## config.mk

```make
export PLATFORM = sky130hd
export DESIGN_NAME = dac_mux_interface
export DESIGN_NICKNAME = d
export VERILOG_FILES = /design/src/rtl/dac_mux_interface.sv
export SDC_FILE = /design/constraint.sdc
export NUM_CORES = 1
export LEC_CHECK = 0
export ABC_AREA = 1
export CORE_MARGIN = 2
export CORE_UTILIZATION = 50
export CTS_CLUSTER_SIZE = 10
export DETAILED_ROUTE_END_ITERATION = 16
export PLACE_DENSITY = 0.76
export SLEW_MARGIN = 30
export SYNTH_ARGS = -nofsm -noshare
export SYNTH_HDL_FRONTEND = slang
export SYNTH_SLANG_ARGS = --single-unit
```

## constraint.sdc

```tcl
create_clock -name clk -period 5.1 [get_ports clk]
set_clock_uncertainty 0.15 [all_clocks]
set_input_delay 1.02 -clock clk [delete_from_list [all_inputs] [get_ports clk]]
set_output_delay 1.02 -clock clk [all_outputs]
set_load 0.005 [all_outputs]
```

## src/rtl/dac_mux_interface.sv

```systemverilog
// dac_mux_interface: paces double-buffered multichannel frames out to a shared offset-binary DAC
module dac_mux_interface #(
  parameter int IN_WL = 8,
  parameter int DAC_WL = 12,
  parameter int NCH = 2,
  parameter int SCALE_WL = 2,
  parameter int DIV_WL = 8,
  parameter int CH_WL = (NCH > 1) ? $clog2(NCH) : 1
) (
  input  logic                   clk,
  input  logic                   rst_n,
  input  logic [NCH*IN_WL-1:0]   datin,
  input  logic                   datin_vld,
  output logic                   datin_rdy,
  input  logic [SCALE_WL-1:0]    scale,
  input  logic [DIV_WL-1:0]      div,
  input  logic                   clr_underrun,
  output logic [DAC_WL-1:0]      dat2dac,
  output logic [CH_WL-1:0]       dac_ch,
  output logic                   dac_wr,
  output logic                   underrun
);
  localparam logic [DAC_WL-1:0] MID = DAC_WL'(1) << (DAC_WL - 1);
  logic [DIV_WL-1:0] cnt;
  logic [CH_WL-1:0] idx;
  logic [NCH*IN_WL-1:0] hold, active, frame;
  logic hold_full, active_vld, frame_vld;
  logic tick, fstart, accept, hold_full_nxt;
  logic signed [IN_WL-1:0] samp;
  logic signed [DAC_WL-1:0] lj, shifted;
  // tick detection, frame selection (hold feeds the frame-start sample) and sample conversion
  always_comb begin
    tick = cnt >= div;
    fstart = tick && idx == '0;
    accept = datin_vld && datin_rdy;
    hold_full_nxt = accept || (hold_full && !fstart);
    frame = fstart ? hold : active;
    frame_vld = fstart ? hold_full : active_vld;
    samp = frame[idx*IN_WL +: IN_WL];
    lj = DAC_WL'(samp) <<< (DAC_WL - IN_WL);
    shifted = lj >>> scale;
  end
  // tick counter, buffers, channel index, sticky underrun and registered DAC outputs
  always_ff @(posedge clk) begin
    if (!rst_n) begin
      cnt <= '0;
      idx <= '0;
      hold_full <= 1'b0;
      active_vld <= 1'b0;
      datin_rdy <= 1'b0;
      dat2dac <= MID;
      dac_ch <= '0;
      dac_wr <= 1'b0;
      underrun <= 1'b0;
    end else begin
      cnt <= tick ? '0 : cnt + 1'b1;
      hold_full <= hold_full_nxt;
      datin_rdy <= !hold_full_nxt;
      dac_wr <= tick;
      underrun <= (fstart && !hold_full) || (underrun && !clr_underrun);
      if (accept) hold <= datin;
      if (fstart) begin
        active <= hold;
        active_vld <= hold_full;
      end
      if (tick) begin
        dat2dac <= frame_vld ? (shifted ^ MID) : MID;
        dac_ch <= idx;
        idx <= (idx == CH_WL'(NCH - 1)) ? '0 : idx + 1'b1;
      end
    end
  end
endmodule

```

==> run summary <==
vias in the first global route: 1806
Post-DP Area: 0.00312 mm²
largest net degree at the start of global routing: 23
drt drc: 0
Initial Util: 51.6%
clock latency on the worst-skew pair: 0.33 ns
Util after Layout: 65.6%
chip width: 76.6 µm
CP bufs+invs: 3
CP Max Fanout: 17
static leakage: 1.45 nW
CTS buffer count: 9
Final Slew Violations: 0
outcome: completed
clock root buffer: clkbuf_8
final hold vios: 0
total gr overflow: 0
cell class contributing the biggest share of worst-path delay: simple AND/OR/NAND/NOR gates
Worst VDD drop: 0.000279 V
TNS Setup: 0 ns
CP max stage delay: 0.61 ns
Resize count post-CTS: 0
height of the die: 76.6 µm
drt initial violations: 132
pre-CTS WS: 1.43 ns
I/O pin total: 46
core footprint: 0.00511 mm²
PwrDens: 326 mW/mm²
First-pass DRT Iterations: 4
Syn Area/Cell: 9.11 µm²
Routed Antenna Nets: 0
num rows: 26
final wirelength: 4.54 mm
hold_buf cts: 0
Cell variety after synth: 31
max_cap viols: 0
sequential cell area fraction in the yosys report: 56.2%
Design Area, Final: 0.00335 mm²
cells along the critical path: clkdlybuf4s50_1, inv_1, ha_1, a21o_1, nor2_2, nand3_4, nor2_1, inv_2, o22a_1
die footprint: 0.00586 mm²
RePlAce Congestion: 0.805
RSZ-0062 raised after global routing: no
initial antenna violation count: 0
fin nets: 376
Total Routing Usage GR: 17.5%
synthesized flop and latch total: 58
Slew HR: 51.9%
fin cells: 412
Post-Syn Nets: 328
drt via density: 4.75
crit path kind: in2reg
endpoint class of the critical path: flop
CTS tree: built
WP data required: 5.17 ns
Slew @ Worst Pin: 0.719 ns
clk sinks: 58
Syn. warnings: 0
minimum clock period: 3.32 ns
f_max: 302 MHz
DP Wirelength: 3.40 mm
via count: 1956
# setup viols final: 0
Final WS setup: 1.78 ns
slowest CP cell: nor2_1
layout cells sized above 1: 9.36%
WP data arrival: 3.38 ns
Port Buffer Count: 44
Clock Pin Slew Worst Setup and Hold Paths: 0.06 ns
Gate Count Post-Synth: 289
worst hold slack: 0.309 ns
number of setup buffers added after CTS: 0
Post-Syn Area: 0.00263 mm²
P&R area growth vs syn: 27.1%
first-pass GRT wire length: 7.94 mm
H-tree levels: 3
# diodes: 0
wire length per cell: 11.0 µm
Hold Path Class: reg2reg
total power: 1.09 mW
worst-case clock buffer depth: 2
Cells after DPL: 396
crit start category: input port
fin crit share: 65.0%
## sequential cells by signal, indices dropped and copies added (netlist names)
signal,cells
active_vld,1
active,16
hold,16
underrun,1
cnt,8
idx,1
dat2dac,11
datin_rdy,1
dac_wr,1
hold_full,1
dac_ch,1
## Yosys cell counts (all sizes together)
master   n  area, µm²
dfxtp   26        521
a21oi    5       28.8
edfxtp  32        961
conb     1       3.75
or2      1       6.26
inv     35        131
buf      8       56.3
ha       9        113
o22a     1       8.76
nand2   86        338
a21o     1       7.51
nand4    2       12.5
xor2     4       35.0
nor2    18       77.6
clkinv   1       3.75
nor3     2       10.0
nand3   45        253
o21ai   11       58.8
xnor2    1       8.76
## power breakdown
part	total [mW]	internal [mW]	switching [mW]
logic	0.0819	0.0388	0.0430
clock network	0.489	0.322	0.167
registers	0.519	0.512	0.00699
## area by class of cell
cell class,count,area [µm²]
Clock buffer,10,128
Inverter,36,135
Tap cell,70,87.6
Fill cell,407,1760
Multi-Input combinational cell,187,963
Clock inverter,6,105
Sequential cell,58,1480
Timing Repair Buffer,45,448
## per-layer routing
metal  GRT usage, %  routed length (µm)  vias to the layer above
met4           9.82                 107                        0
li1               -                   -                     1040
met2           27.0                2100                       70
met1           22.7                2040                      836
met5              0                   0                        -
met3           4.15                 284                       10
## final timing paths
check                                             start                       end  slack (ns)  cells past startpoint
worst min register to register  dat2dac[9]$_SDFFE_PN0N_   dat2dac[9]$_SDFFE_PN0N_        0.31                      2
worst min-delay path            dat2dac[9]$_SDFFE_PN0N_   dat2dac[9]$_SDFFE_PN0N_        0.31                      2
worst max register to register        cnt[3]$_SDFF_PP0_  dat2dac[11]$_SDFFE_PN1N_        2.64                      8
worst max-delay path                             div[7]  dat2dac[11]$_SDFFE_PN1N_        1.78                      9
## cells in the final DEF (no fill, tap or decap), types with 4 or more instances in the layout
cell / n
nand2_1: 82
clkdlybuf4s50_1: 44
nand3_1: 41
inv_1: 32
edfxtp_1: 32
dfxtp_1: 26
nor2_1: 15
o21ai_0: 9
ha_1: 9
clkbuf_8: 9
a21oi_1: 4
xor2_1: 4
## cell families after synthesis
kind of cell / Yosys count / share of synthesized area (%)
and+or+nand+nor: 154 / 26.5
buffers and inverters: 44 / 7.27
adders and majority gates: 9 / 4.28
xor gates and xnor gates: 5 / 1.66
DFF: 58 / 56.2
other: 1 / 0.142
AOI/OAI and AO/OA: 18 / 3.94
## worst register-to-register path, stage by stage, from the launching register on
cell and delay (ns):
dfxtp_1 0.40, ha_1 0.27, a21oi_1 0.15, nand2_1 0.06, nand2_1 0.10, nand3_4 0.19, nor2_1 0.61, inv_2 0.18
o22a_1 0.24
(Power assumes the default switching activity.)
